`src/rtl/demux_buf.sv`:
```
// demux_buf: routes a 2-bit input to one of 31 single-entry lane registers with valid/ack handshake;
// sel=31 is illegal and is dropped, raising a sticky err and a saturating drop_cnt.
module demux_buf #(
   parameter int CNT_W = 8
) (
   input  logic             clk,
   input  logic             rst,
   input  logic [4:0]       sel,
   input  logic [1:0]       inp,
   input  logic             inp_valid,
   output logic             inp_ready,
   output logic [1:0]       out0,
   output logic [1:0]       out1,
   output logic [1:0]       out2,
   output logic [1:0]       out3,
   output logic [1:0]       out4,
   output logic [1:0]       out5,
   output logic [1:0]       out6,
   output logic [1:0]       out7,
   output logic [1:0]       out8,
   output logic [1:0]       out9,
   output logic [1:0]       out10,
   output logic [1:0]       out11,
   output logic [1:0]       out12,
   output logic [1:0]       out13,
   output logic [1:0]       out14,
   output logic [1:0]       out15,
   output logic [1:0]       out16,
   output logic [1:0]       out17,
   output logic [1:0]       out18,
   output logic [1:0]       out19,
   output logic [1:0]       out20,
   output logic [1:0]       out21,
   output logic [1:0]       out22,
   output logic [1:0]       out23,
   output logic [1:0]       out24,
   output logic [1:0]       out25,
   output logic [1:0]       out26,
   output logic [1:0]       out27,
   output logic [1:0]       out28,
   output logic [1:0]       out29,
   output logic [1:0]       out30,
   output logic [30:0]      out_valid,
   input  logic [30:0]      out_ack,
   input  logic             err_clr,
   output logic             err,
   output logic [CNT_W-1:0] drop_cnt
);
   typedef enum logic {EMPTY, FULL} lane_st_t;
   logic             w_illegal;
   logic             w_xfer;
   logic [31:0]      w_vpad;
   logic [31:0]      w_apad;
   logic [30:0]      w_valid;
   logic [1:0]       w_data [31];
   logic             r_err;
   logic [CNT_W-1:0] r_drop;
   // padding to 32 bits lets sel=31 index safely; that lane reads as empty
   assign w_illegal = (sel == 5'd31);
   assign w_vpad    = {1'b0, w_valid};
   assign w_apad    = {1'b0, out_ack};
   assign inp_ready = w_illegal | ~w_vpad[sel] | w_apad[sel];
   assign w_xfer    = inp_valid & inp_ready;
   for (genvar g = 0; g < 31; g++) begin : g_lane
      lane_st_t   r_st;
      lane_st_t   w_nxt;
      logic [1:0] r_data;
      logic       w_load;
      assign w_load = w_xfer & (sel == 5'(g));
      always_comb begin
         w_nxt = r_st;
         if (w_load) w_nxt = FULL;
         else if (r_st == FULL && out_ack[g]) w_nxt = EMPTY;
      end
      always_ff @(posedge clk or posedge rst) begin
         if (rst) begin
            r_st   <= EMPTY;
            r_data <= '0;
         end else begin
            r_st <= w_nxt;
            if (w_load) r_data <= inp;
         end
      end
      assign w_valid[g] = (r_st == FULL);
      assign w_data[g]  = r_data;
   end
   // a new illegal transfer wins over a simultaneous clear
   always_ff @(posedge clk or posedge rst) begin
      if (rst) begin
         r_err  <= 1'b0;
         r_drop <= '0;
      end else begin
         if (w_xfer && w_illegal) r_err <= 1'b1;
         else if (err_clr) r_err <= 1'b0;
         if (w_xfer && w_illegal && r_drop != '1) r_drop <= r_drop + CNT_W'(1);
      end
   end
   assign err       = r_err;
   assign drop_cnt  = r_drop;
   assign out_valid = w_valid;
   assign out0  = w_data[0];
   assign out1  = w_data[1];
   assign out2  = w_data[2];
   assign out3  = w_data[3];
   assign out4  = w_data[4];
   assign out5  = w_data[5];
   assign out6  = w_data[6];
   assign out7  = w_data[7];
   assign out8  = w_data[8];
   assign out9  = w_data[9];
   assign out10 = w_data[10];
   assign out11 = w_data[11];
   assign out12 = w_data[12];
   assign out13 = w_data[13];
   assign out14 = w_data[14];
   assign out15 = w_data[15];
   assign out16 = w_data[16];
   assign out17 = w_data[17];
   assign out18 = w_data[18];
   assign out19 = w_data[19];
   assign out20 = w_data[20];
   assign out21 = w_data[21];
   assign out22 = w_data[22];
   assign out23 = w_data[23];
   assign out24 = w_data[24];
   assign out25 = w_data[25];
   assign out26 = w_data[26];
   assign out27 = w_data[27];
   assign out28 = w_data[28];
   assign out29 = w_data[29];
   assign out30 = w_data[30];
endmodule
```
`config.mk`:
```
export PLATFORM = sky130hd
export DESIGN_NAME = demux_buf
export DESIGN_NICKNAME = d
export VERILOG_FILES = /design/src/rtl/demux_buf.sv
export SDC_FILE = /design/constraint.sdc
export NUM_CORES = 1
export LEC_CHECK = 0
export BUFFER_PORTS_ARGS = -buffer_cell sky130_fd_sc_hd__buf_2
export CORE_UTILIZATION = 54
export CTS_BUF_LIST = sky130_fd_sc_hd__clkbuf_4
export DETAILED_ROUTE_END_ITERATION = 6
export GPL_TIMING_DRIVEN = 1
export PLACE_DENSITY = 0.82
export REMOVE_ABC_BUFFERS = 1
export SYNTH_ARGS = -nofsm -noshare
export SYNTH_HDL_FRONTEND = slang
export SYNTH_SLANG_ARGS = --single-unit
```
`constraint.sdc`:
```
create_clock -name clk -period 4.5 [get_ports clk]
set_input_delay 0.675 -clock clk [delete_from_list [all_inputs] [get_ports clk]]
set_output_delay 0.675 -clock clk [all_outputs]
set_load 0.01 [all_outputs]
```
==> impl_results.md <==
- Power Density: between 300 and 400 nW/um^2
- Switching share of power: 0.291
- DR vias/cell: 5.81
- Crit path max-delay family: compound AO/OA/AOI/OAI gates
- Most common cell in the netlist: dfrtp_1
- Synth top area share: 0.498
- Flop pwr share: 0.536
- Vias in the first global route: approximately 3,700
- Post-cts gate resize count: 0
- Fmax: approximately 0.28 GHz
- Final wirelength: 12,100 um
- Mean Syn Cell Area: ~12 um^2
- Bufs and invs on worst path: 2
- Peak supply drop: between 0.2 and 0.3 mV
- #FFs+latches synth: around 100
- Core region area: 9200 um^2
- Most common library cells after synthesis: dfrtp_1 (102), mux2_2 (54), buf_4 (35), inv_1 (35), o21ai_0 (21)
- Register area share after synthesis: 0.498
- CTS max path bufs: 2
- DRC viols: 0
- Yosys warns: 0
- Netlist cell types: 50
- Final Worst Setup Slack: ~0.94 ns
- DP Wirelength: 9030 um
- Worst EP required: around 3.8 ns
- Max_cap viols: 0
- Critical path arrival: a little under 3 ns
- Post-Syn Area: between 5000 and 6000 um^2
- Clock network power share: 0.240
- # setup viols final: 0
- CP startpoint kind: input port
- Hold Crit Class: input port to async pin
- DIE WIDTH: 99.4 um
- Max_slew headroom: 0.382
- CTS tree: built
- Fill cells: 760
- Area grow syn2layout: 12.9%
- Sw Pwr: around 600 uW
- Port bufs: between 100 and 150
- Worst-path clk slew: between 0.1 and 0.15 ns
- Worst Tran Pin Value: a little over 0.9 ns
- CTS Root Cell: clkbuf_4
- Pins Over Slew Limit: 0
- Overflow after GRT: 0
- Placer Congestion: 0.846
- CP max stage delay: a little under 0.6 ns
- WL per Instance: about 19 um
- Starting Density: 0.557
- Top reg by flops: g_lane.r_st
- Nets: 573
- H-tree depth: 3
- CP max FO: 26
- Final Hold Vio Count: 0
- Setup Skew: roughly 0.014 ns
- Worst Setup End Kind: output port
- Dpl ws: between 0.9 and 1 ns
- CTS Hold Bufs: 0
- Biggest area consumer among synthesized cells: dfrtp_1
- Die Y: between 90 and 100 um
- Tcrit/Tclk final: 0.792
- EDFF count, synth: 0
- Ys flop type: dfrtp_1
- Cell repeated most along the worst path: buf_2
- RSZ-0062 raised after global routing: no
- ANT nets after route: 0
- Via count: approximately 3,700
- Cell count after synthesis: between 400 and 500
- Critical setup path kind: input port to output port
- Slowest cell on crit path: mux4_2
- Pre-antenna DRT Iters: 4
- Die area: around 9900 um^2
- Critical path, cell by cell: buf_2 -> mux4_2 -> nand2b_1 -> a21oi_1 -> a311oi_2 -> o21ai_0 -> buf_2
- Share of cells above drive strength 1: 0.457
- Design Power: 2070 uW
- First-pass GRT wire length: approximately 19,000 um
- Status: completed
- Io pins: around 150
- Worst skew pair latency: about 0.44 ns
- Pint: 1470 uW
- CTS Sinks: just over 100
- Antenna cells: 0
- Minimum clock period: between 3 and 4 ns
- TNS Setup: 0 ns
- Num rows: 35
- Largest net degree at the start of global routing: between 50 and 60
- DR iter-0 viols: between 200 and 300
- FFs w/ async S/R, synth: 1.00
- Num CTS Buffers: 9
- Initial antenna violation count: 1
- Max reg flops: 31
- Leakage: roughly 0.0029 uW
- Combinational power share: 0.224
- Postcts setup bufs: 0
- Synth top area cells: dfrtp_1 (50%), mux2_2 (12%), buf_4 (5.1%)
- Total GRT Usage: 0.253
[metrics by stage]
stage,hold slack [ns],util,cell area (um^2),std cells
3_5_place_dp,0.480,0.613,5640,630
4_1_cts,0.311,0.629,5780,643
2_1_floorplan,0.522,-,4760,373
3_3_place_gp,0.467,0.613,5640,630
6_report,0.312,0.629,5780,643
5_1_grt,0.326,0.629,5780,643
[final timing paths]
kind | startpoint | to | slack (ns) | cells after the start
setup / recovery | sel[1] | inp_ready | 0.94 | 7
hold / removal | rst | out9[0] | 0.31 | 2
setup reg to reg | g_lane[23].r_st | out23[0] | 1.92 | 5
hold reg to reg | out5[0] | out5[0] | 0.51 | 1
max in group asynchronous | rst | g_lane[27].r_st | 3.11 | 3
min in group clk | out_ack[10] | g_lane[10].r_st | 0.41 | 2
[cell usage in the layout, fill, tap and decap left out, types with 4 or more instances in the layout]
cell type	count
nand2b_1	5
nand2_1	13
nor2_1	17
nand3_1	7
buf_2	144
a21o_1	4
o211ai_2	9
mux2_2	54
nor2b_1	4
dfrtp_1	102
inv_1	34
a21oi_1	10
o22ai_1	11
xnor2_1	4
mux2_1	14
o21ai_1	4
o2111ai_1	5
mux2i_1	8
o21ai_0	21
mux4_2	9
clkbuf_4	9
[worst register-to-register path, cell delays in order, from the launching register on]
cell and delay (ns):
dfrtp_1 0.43, mux4_2 0.47, a22o_1 0.30, o211ai_4 0.56, o21ai_0 0.36, mux2_2 0.35
[cells by family after synthesis]
group                    synth area share
AO/OA/AOI/OAI                       0.126
XOR/XNOR                           0.0120
adder cells (fa/ha/maj)           0.00244
buffers and inverters              0.0955
flip-flops                          0.498
multiplexers                        0.205
AND/OR/NAND/NOR                    0.0608
[cell type report]
class                           instances  area (um^2)  share of cell area
Sequential cell                       102         2550               0.441
Timing Repair Buffer                  146          736               0.127
Multi-Input combinational cell        236         2080               0.360
Inverter                               35          134              0.0232
Clock buffer                            9         67.6              0.0117
Clock inverter                          4         75.1              0.0130
Tap cell                              111          139              0.0240
[power by group through the flow]
stage | registers (uW) | logic [uW] | clock network (uW)
after global routing | 1130 | 507 | 551
after CTS | 1110 | 470 | 508
after floorplan | 1180 | 189 | 0
final | 1110 | 465 | 497
after detailed placement | 1130 | 468 | 0
after global placement | 1120 | 455 | 0
[layer usage]
layer / share of wire / GRT usage / vias to the layer above
li1: - / - / 1685
met1: 0.44 / 0.341 / 1876
met2: 0.49 / 0.410 / 156
met3: 0.061 / 0.0520 / 17
met4: 0.015 / 0.0882 / 0
met5: 0 / 0 / -
Note: power is estimated with default switching activity, not from simulation.
